[src/rtl/adc_avg_decim.sv]
// adc_avg_decim: boxcar average + decimate of the adc045 sample stream.
// Sums 2^LOG2_N strobed samples and emits their floored mean over valid/ready.
//
// Ports:
//   clk, rst_l         clock, async active-low reset
//   enable             1 = accumulate, 0 = discard partial block
//   ready_sample       one-cycle sample strobe
//   adc045_data        signed sample (DATA_W)
//   out_valid/ready    result handshake
//   out_data           signed averaged result (DATA_W)
//   overrun            sticky: unaccepted result overwritten
//   clr_overrun        synchronous clear of overrun (set wins)
//   blk_cnt            samples accumulated in current block
//   out_min/out_max    block min/max raw sample (only with ADC_AVG_MINMAX_EN)
//
// Optional feature macro: ADC_AVG_MINMAX_EN

module adc_avg_decim #(
  parameter  int DATA_W = 24,
  parameter  int LOG2_N = 2,
  localparam int ACC_W  = DATA_W + LOG2_N,
  localparam int CNT_W  = (LOG2_N > 0) ? LOG2_N : 1
) (
  input  logic              clk,
  input  logic              rst_l,
  input  logic              enable,
  input  logic              ready_sample,
  input  logic [DATA_W-1:0] adc045_data,
  output logic              out_valid,
  input  logic              out_ready,
  output logic [DATA_W-1:0] out_data,
  output logic              overrun,
  input  logic              clr_overrun,
`ifdef ADC_AVG_MINMAX_EN
  output logic [DATA_W-1:0] out_min,
  output logic [DATA_W-1:0] out_max,
`endif
  output logic [CNT_W-1:0]  blk_cnt
);

  localparam logic [CNT_W-1:0] LAST =
    CNT_W'((1 << LOG2_N) - 1);

  logic signed [ACC_W-1:0]  acc_q, acc_d;
  logic        [CNT_W-1:0]  cnt_q, cnt_d;
  logic                     vld_q, vld_d;
  logic        [DATA_W-1:0] data_q, data_d;
  logic                     ovr_q, ovr_d;

  logic signed [ACC_W-1:0]  smp;
  logic signed [ACC_W-1:0]  sum;
  logic signed [ACC_W-1:0]  shf;
  logic        [DATA_W-1:0] avg;
  logic                     take;
  logic                     last;
  logic                     done;
  logic                     hs;

  // Sign-extend; replication count is always >= 1.
  assign smp = {{(ACC_W-DATA_W+1){adc045_data[DATA_W-1]}},
                adc045_data[DATA_W-2:0]};

  assign sum  = acc_q + smp;
  // Arithmetic shift floors toward -inf; the mean always fits DATA_W.
  assign shf  = sum >>> LOG2_N;
  assign avg  = shf[DATA_W-1:0];

  assign take = enable & ready_sample;
  assign last = (cnt_q == LAST);
  assign done = take & last;
  assign hs   = vld_q & out_ready;

  always_comb begin
    acc_d  = acc_q;
    cnt_d  = cnt_q;
    vld_d  = vld_q;
    data_d = data_q;
    ovr_d  = ovr_q;

    if (!enable) begin
      acc_d = '0;
      cnt_d = '0;
    end else if (take) begin
      if (last) begin
        acc_d = '0;
        cnt_d = '0;
      end else begin
        acc_d = sum;
        cnt_d = cnt_q + CNT_W'(1);
      end
    end

    // A completing block always (re)loads; a handshake alone drains.
    if (done) begin
      vld_d  = 1'b1;
      data_d = avg;
    end else if (hs) begin
      vld_d  = 1'b0;
    end

    if (done && vld_q && !out_ready) begin
      ovr_d = 1'b1;
    end else if (clr_overrun) begin
      ovr_d = 1'b0;
    end
  end

  always_ff @(posedge clk or negedge rst_l) begin
    if (!rst_l) begin
      acc_q  <= '0;
      cnt_q  <= '0;
      vld_q  <= 1'b0;
      data_q <= '0;
      ovr_q  <= 1'b0;
    end else begin
      acc_q  <= acc_d;
      cnt_q  <= cnt_d;
      vld_q  <= vld_d;
      data_q <= data_d;
      ovr_q  <= ovr_d;
    end
  end

  assign out_valid = vld_q;
  assign out_data  = data_q;
  assign overrun   = ovr_q;
  assign blk_cnt   = cnt_q;

`ifdef ADC_AVG_MINMAX_EN
  logic signed [DATA_W-1:0] s_raw;
  logic signed [DATA_W-1:0] bmin_q, bmin_d;
  logic signed [DATA_W-1:0] bmax_q, bmax_d;
  logic signed [DATA_W-1:0] nmin, nmax;
  logic        [DATA_W-1:0] omin_q, omin_d;
  logic        [DATA_W-1:0] omax_q, omax_d;
  logic                     first;

  assign s_raw = adc045_data;
  // The first sample of a block seeds the running extremes.
  assign first = (cnt_q == '0);
  assign nmin  = (first || (s_raw < bmin_q)) ? s_raw : bmin_q;
  assign nmax  = (first || (s_raw > bmax_q)) ? s_raw : bmax_q;

  always_comb begin
    bmin_d = bmin_q;
    bmax_d = bmax_q;
    omin_d = omin_q;
    omax_d = omax_q;
    if (take && !last) begin
      bmin_d = nmin;
      bmax_d = nmax;
    end
    if (done) begin
      omin_d = nmin;
      omax_d = nmax;
    end
  end

  always_ff @(posedge clk or negedge rst_l) begin
    if (!rst_l) begin
      bmin_q <= '0;
      bmax_q <= '0;
      omin_q <= '0;
      omax_q <= '0;
    end else begin
      bmin_q <= bmin_d;
      bmax_q <= bmax_d;
      omin_q <= omin_d;
      omax_q <= omax_d;
    end
  end

  assign out_min = omin_q;
  assign out_max = omax_q;
`endif

endmodule
[config.mk]
export PLATFORM = sky130hd
export DESIGN_NAME = adc_avg_decim
export DESIGN_NICKNAME = d
export VERILOG_FILES = /design/src/rtl/adc_avg_decim.sv
export SDC_FILE = /design/constraint.sdc
export NUM_CORES = 1
export LEC_CHECK = 0
export ABC_AREA = 1
export BUFFER_PORTS_ARGS = -buffer_cell sky130_fd_sc_hd__buf_2
export CORE_MARGIN = 2
export CORE_UTILIZATION = 45
export CTS_CLUSTER_DIAMETER = 30
export DETAILED_ROUTE_END_ITERATION = 8
export MAX_ROUTING_LAYER = met4
export PLACE_DENSITY = 0.68
export SLEW_MARGIN = 20
export SYNTH_ARGS = -nofsm -noshare
export SYNTH_HDL_FRONTEND = slang
export SYNTH_SLANG_ARGS = --single-unit
[constraint.sdc]
create_clock -name clk -period 2.4 [get_ports clk]
set_input_delay 0.48 -clock clk [delete_from_list [all_inputs] [get_ports clk]]
set_output_delay 0.48 -clock clk [all_outputs]
set_load 0.05 [all_outputs]
Word-level counts from Yosys, hierarchy flattened
Index checks and enable logic that the tools add are counted.
Widths: inputs -> output; s select.
{"block": "word_totals", "reg_bits": 54, "latchBits": 0, "ram_bits": 0, "mem_bits_ro": 0, "input_bits": 30, "output_inout_bits": 28, "word_cells": 27, "memories": 0}
{"block": "classes", "addsub": 2, "mul": 0, "n_div": 0, "magnitude_cmp": 0, "eq_ne": 2, "shift": 0, "mux": 10, "bitwise": 3, "reduce_logical": 5}
{"operator": "$mux 26", "n": 3}
{"operator": "$add 26x24->26", "n": 1}
{"operator": "$mux 2", "n": 3}
{"operator": "$mux 1", "n": 4}
{"operator": "$reduce_bool 2->1", "n": 2}
{"operator": "$and 1x1->1", "n": 3}
{"operator": "$add 2x1->2 const B", "n": 1}
{"operator": "$eq 2x2->1 const B", "n": 1}
{"operator": "$logic_and 1x1->1", "n": 2}
{"operator": "$ne 2x1->1 const B", "n": 1}
{"operator": "$logic_not 1->1", "n": 1}

Depth between registers and ports, before layout
{"block": "logic_depth", "word_depth": 5, "depth_mapped": 13, "mapped_depth_nobuf": 13}

Worst setup path after synthesis
OpenSTA, ideal clock, no wires.
{"block": "synth_path", "path_type": "input port to flip-flop", "start": "input adc045_data[0]", "end": "register data_q[22] (netlist: out_data[22])", "setup_ps": 118, "t_arrival_ps": 1851, "required_ps": 2282, "path_slack_ps": 431, "cell_stages": 10, "path_buffers": 0, "path_cell_list": "ha_1 fa_1 nand3_1 nand3_1 nand2_2 nand2_1 nand2_1 nand4_1 nand3_1 nand2_1"}
{"block": "synth_between", "elab_chain_len": 1}
{"element": "from (decl)", "line": "28", "rtl": "input logic [DATA_W-1:0] adc045_data,"}
{"element": "$add 26x24->26", "line": "63", "rtl": "assign sum = acc_q + smp;"}
{"element": "to (signal assigned)", "line": "119", "rtl": "data_q <= data_d;"}
{"element": "to (decl)", "line": "47", "rtl": "logic [DATA_W-1:0] data_q, data_d;"}
Every way passes these cells.
A chain may end at the register's enable or synchronous reset.

Worst setup path in the final report
{"block": "layout_path", "start": "register acc_q[0]", "end": "register data_q[22] (netlist: out_data[22])"}
{"block": "layout_between", "elab_chain_len": 1}
{"element": "from (decl)", "line": "44", "rtl": "logic signed [ACC_W-1:0] acc_q, acc_d;"}
{"element": "from (signal assigned)", "line": "110", "rtl": "acc_q <= '0;"}
{"element": "from (signal assigned)", "line": "116", "rtl": "acc_q <= acc_d;"}
{"element": "$add 26x24->26", "line": "63"}
Every way passes these cells.

==> flow_summary.yaml <==
outcome:
  status: "finished, final reports clean"
worst_setup_path:
  crit_fanout: 3
  r2r-end: "out_data[22]"
  crit_start: "acc_q[0]"
  crit_chain: "ha_1 > fa_1 > nand3_1 > nand3_1 > nand2_2 > nand2_1 > nand2_1 > nand4_1 > nand3_1 > nand2_1"
  regToRegSetupSlack_ps: 290
  max_stage_delay_ps: 450
  cp-endpoint: "out_data[22]"
  cp.required_ps: 2600
  worstRegToRegCells: 10
  cp_data_arrival_time_ps: 2310
  r2r-start: "acc_q[0]"
  setup.worst_path.end_class: "register"
  startpoint_type: "register"
  worst-setup-path-type: "register to register"
  cp_slowest_cell: "fa_1"
drt:
  vias_per_cell: 4.91
  wl_per_cell_um: 13.6
  drc_errors: 0
  first_iter_violations: 179
  via_count: 3741
  finalWirelength_mm: 10.4
  ant_nets: 0
  drtPass1Iterations: 4
layout:
  area_growth_pct: 13.7
  fin_nets: 711
  drive_above_1_share_pct: 17.1
  layoutNonFillerInstCount: 762
  antenna_cells: 0
  fin_area_sq_um: 4540
  utilization_pct: 52.3
placement:
  gp_congestion: 0.950
  dpl_cell_area_sq_um: 4430
  place_ws_ps: 93.6
  port_buffers: 57
  hpwl_mm: 8.03
  placed_cells: 755
cts:
  cts_root_buffer: "clkbuf_8"
  cts_buffer_depth: 2
  postCtsSetupRepairBufs: 0
  postCtsHoldBufs: 0
  clkLatencyLatePin_ps: 310
  cts_resized: 0
  clk_pin_slew_ps: 100
  htree_num_levels: 2
  cts_inserted_buffers: 5
  cts.sinks: 54
  cts_tree: "yes"
die:
  dieHeight_um: 98.2
  ios: 58
  placement_rows: 34
  die_area_sq_um: 9650
  start_util_pct: 46.0
  chipWidth_um: 98.2
  fp.coreArea_sq_um: 8680
yosys:
  synth.avg_cell_area_sq_um: 6.73
  syn_nets: 650
  yosysUniqueCellTypes: 31
  syn_inst: 593
  syn_area_sq_um: 3990
  ys_warn_count: 0
  synth-seq-area-share_pct: 33.8
  ys_seq_elements: 54
sta:
  period_share_pct: 87.8
  fin_skew_ps: 9.23
  slew_viol_final: 0
  setup-violations-final: 0
  final_hold_viol_count: 0
  holdWs_ps: 275
  maxSlewHeadroom_pct: 52.2
  tightest_slew_ps: 718
  rsz0062_at_grt: "false"
  fmax_mhz: 474
  fin_setup_tns_ps: 0
  fin_ws_ps: 292
  fin_crit_ps: 2110
pwr:
  powerDensity_nw_per_um2: 740
  power_mw: 3.36
  p_leak_nw: 2.67
  vdd_ir_drop_max_mv: 0.402
global_route:
  grt_pass1_vias: 3716
  antenna_found_initial: 0
  track_usage_pct: 23.6
  grt_max_degree: 55
  grt_pass1_wl_mm: 17.9
  gr-total-overflow: 0
run:
  maxCapViolCount: 0
min_path:
  min_path_type: "input port to async pin"
report_power, final:
| group | leakage [nW] | switching [mW] | internal [mW] |
|---|---|---|---|
| combinational | 1.90 | 1.11 | 0.437 |
| sequential | 0.715 | 0.0926 | 1.07 |
| clock | 0.0573 | 0.307 | 0.335 |
| total | 2.67 | 1.51 | 1.85 |
Yosys cell counts, drive strengths merged:
| master | n | area [sq um] |
|---|---|---|
| a21oi | 14 | 70.1 |
| o21ai | 19 | 95.1 |
| buf | 4 | 20.0 |
| a22o | 2 | 17.5 |
| clkbuf | 4 | 15.0 |
| ha | 26 | 325 |
| xnor2 | 6 | 52.6 |
| nor3 | 2 | 15.0 |
| nand3 | 55 | 300 |
| inv | 91 | 342 |
| nor4 | 1 | 6.26 |
| nand4 | 6 | 37.5 |
| a31oi | 1 | 6.26 |
| nand3b | 4 | 30.0 |
| o22ai | 1 | 6.26 |
| nor2 | 37 | 211 |
| dfrtp | 54 | 1350 |
| fa | 1 | 20.0 |
| o21bai | 1 | 7.51 |
| nand2 | 255 | 1000 |
| or2 | 2 | 12.5 |
| a21o | 1 | 7.51 |
| and2 | 3 | 18.8 |
| xor2 | 3 | 26.3 |
worst min path at each step:
stage / end / slack [ps]
after global placement: out_data[11] / 460
after detailed placement: out_data[7] / 460
final: out_data[5] / 280
after CTS: out_data[2] / 330
after floorplan: acc_q[0] / 180
after global routing: overrun / 350
cell families after synthesis:
group                      synth area share, %
DFF                                       33.8
AOI/OAI and AO/OA                         5.26
buffers and inverters                     9.43
and+or+nand+nor                           40.9
adders and majority gates                 8.65
xor gates and xnor gates                  1.97
per-layer routing:
metal	vias up	routed length, um	track usage, %
li1	1963	-	-
met1	1661	5090	32.3
met2	106	4550	37.1
met3	11	617	3.29
met4	0	131	6.22
met5	-	0	-
cell type report:
class                   instances  area, sq um
well taps                     108          135
clock inverters                 1         30.0
repair buffers                 62          335
clock buffers                   6         82.6
fillers                       905         4140
multi-input cells             440         2270
inverters                      91          342
flip-flops and latches         54         1350
critical path, delay by kind of cell, from the launching register on:
kind | cells | cell delay, ps
simple gates | 8 | 920
fa+ha+maj | 2 | 680
flops | 1 | 400
cell usage in the layout, fill, tap and decap left out, types with 2 or more instances in the layout:
master,count
nand3b_1,4
xor2_1,3
buf_2,57
clkbuf_8,6
a21oi_1,14
ha_1,26
inv_1,86
a22o_1,2
dfrtp_1,54
buf_4,4
o21ai_1,4
nand2_2,17
o21ai_0,15
nor2_2,8
nand3_2,5
or2_1,2
nand2_1,238
nand4_1,6
nor2_4,7
xnor2_1,6
and2_1,3
inv_2,5
nand3_1,50
nor2_1,22
state kept, by name, summed over array words and instances, names as in the netlist:
signal / count
acc_q: 26
out_data: 24
blk_cnt: 2
out_valid: 1
overrun: 1
No activity file was read; power rests on OpenSTA's default activity.
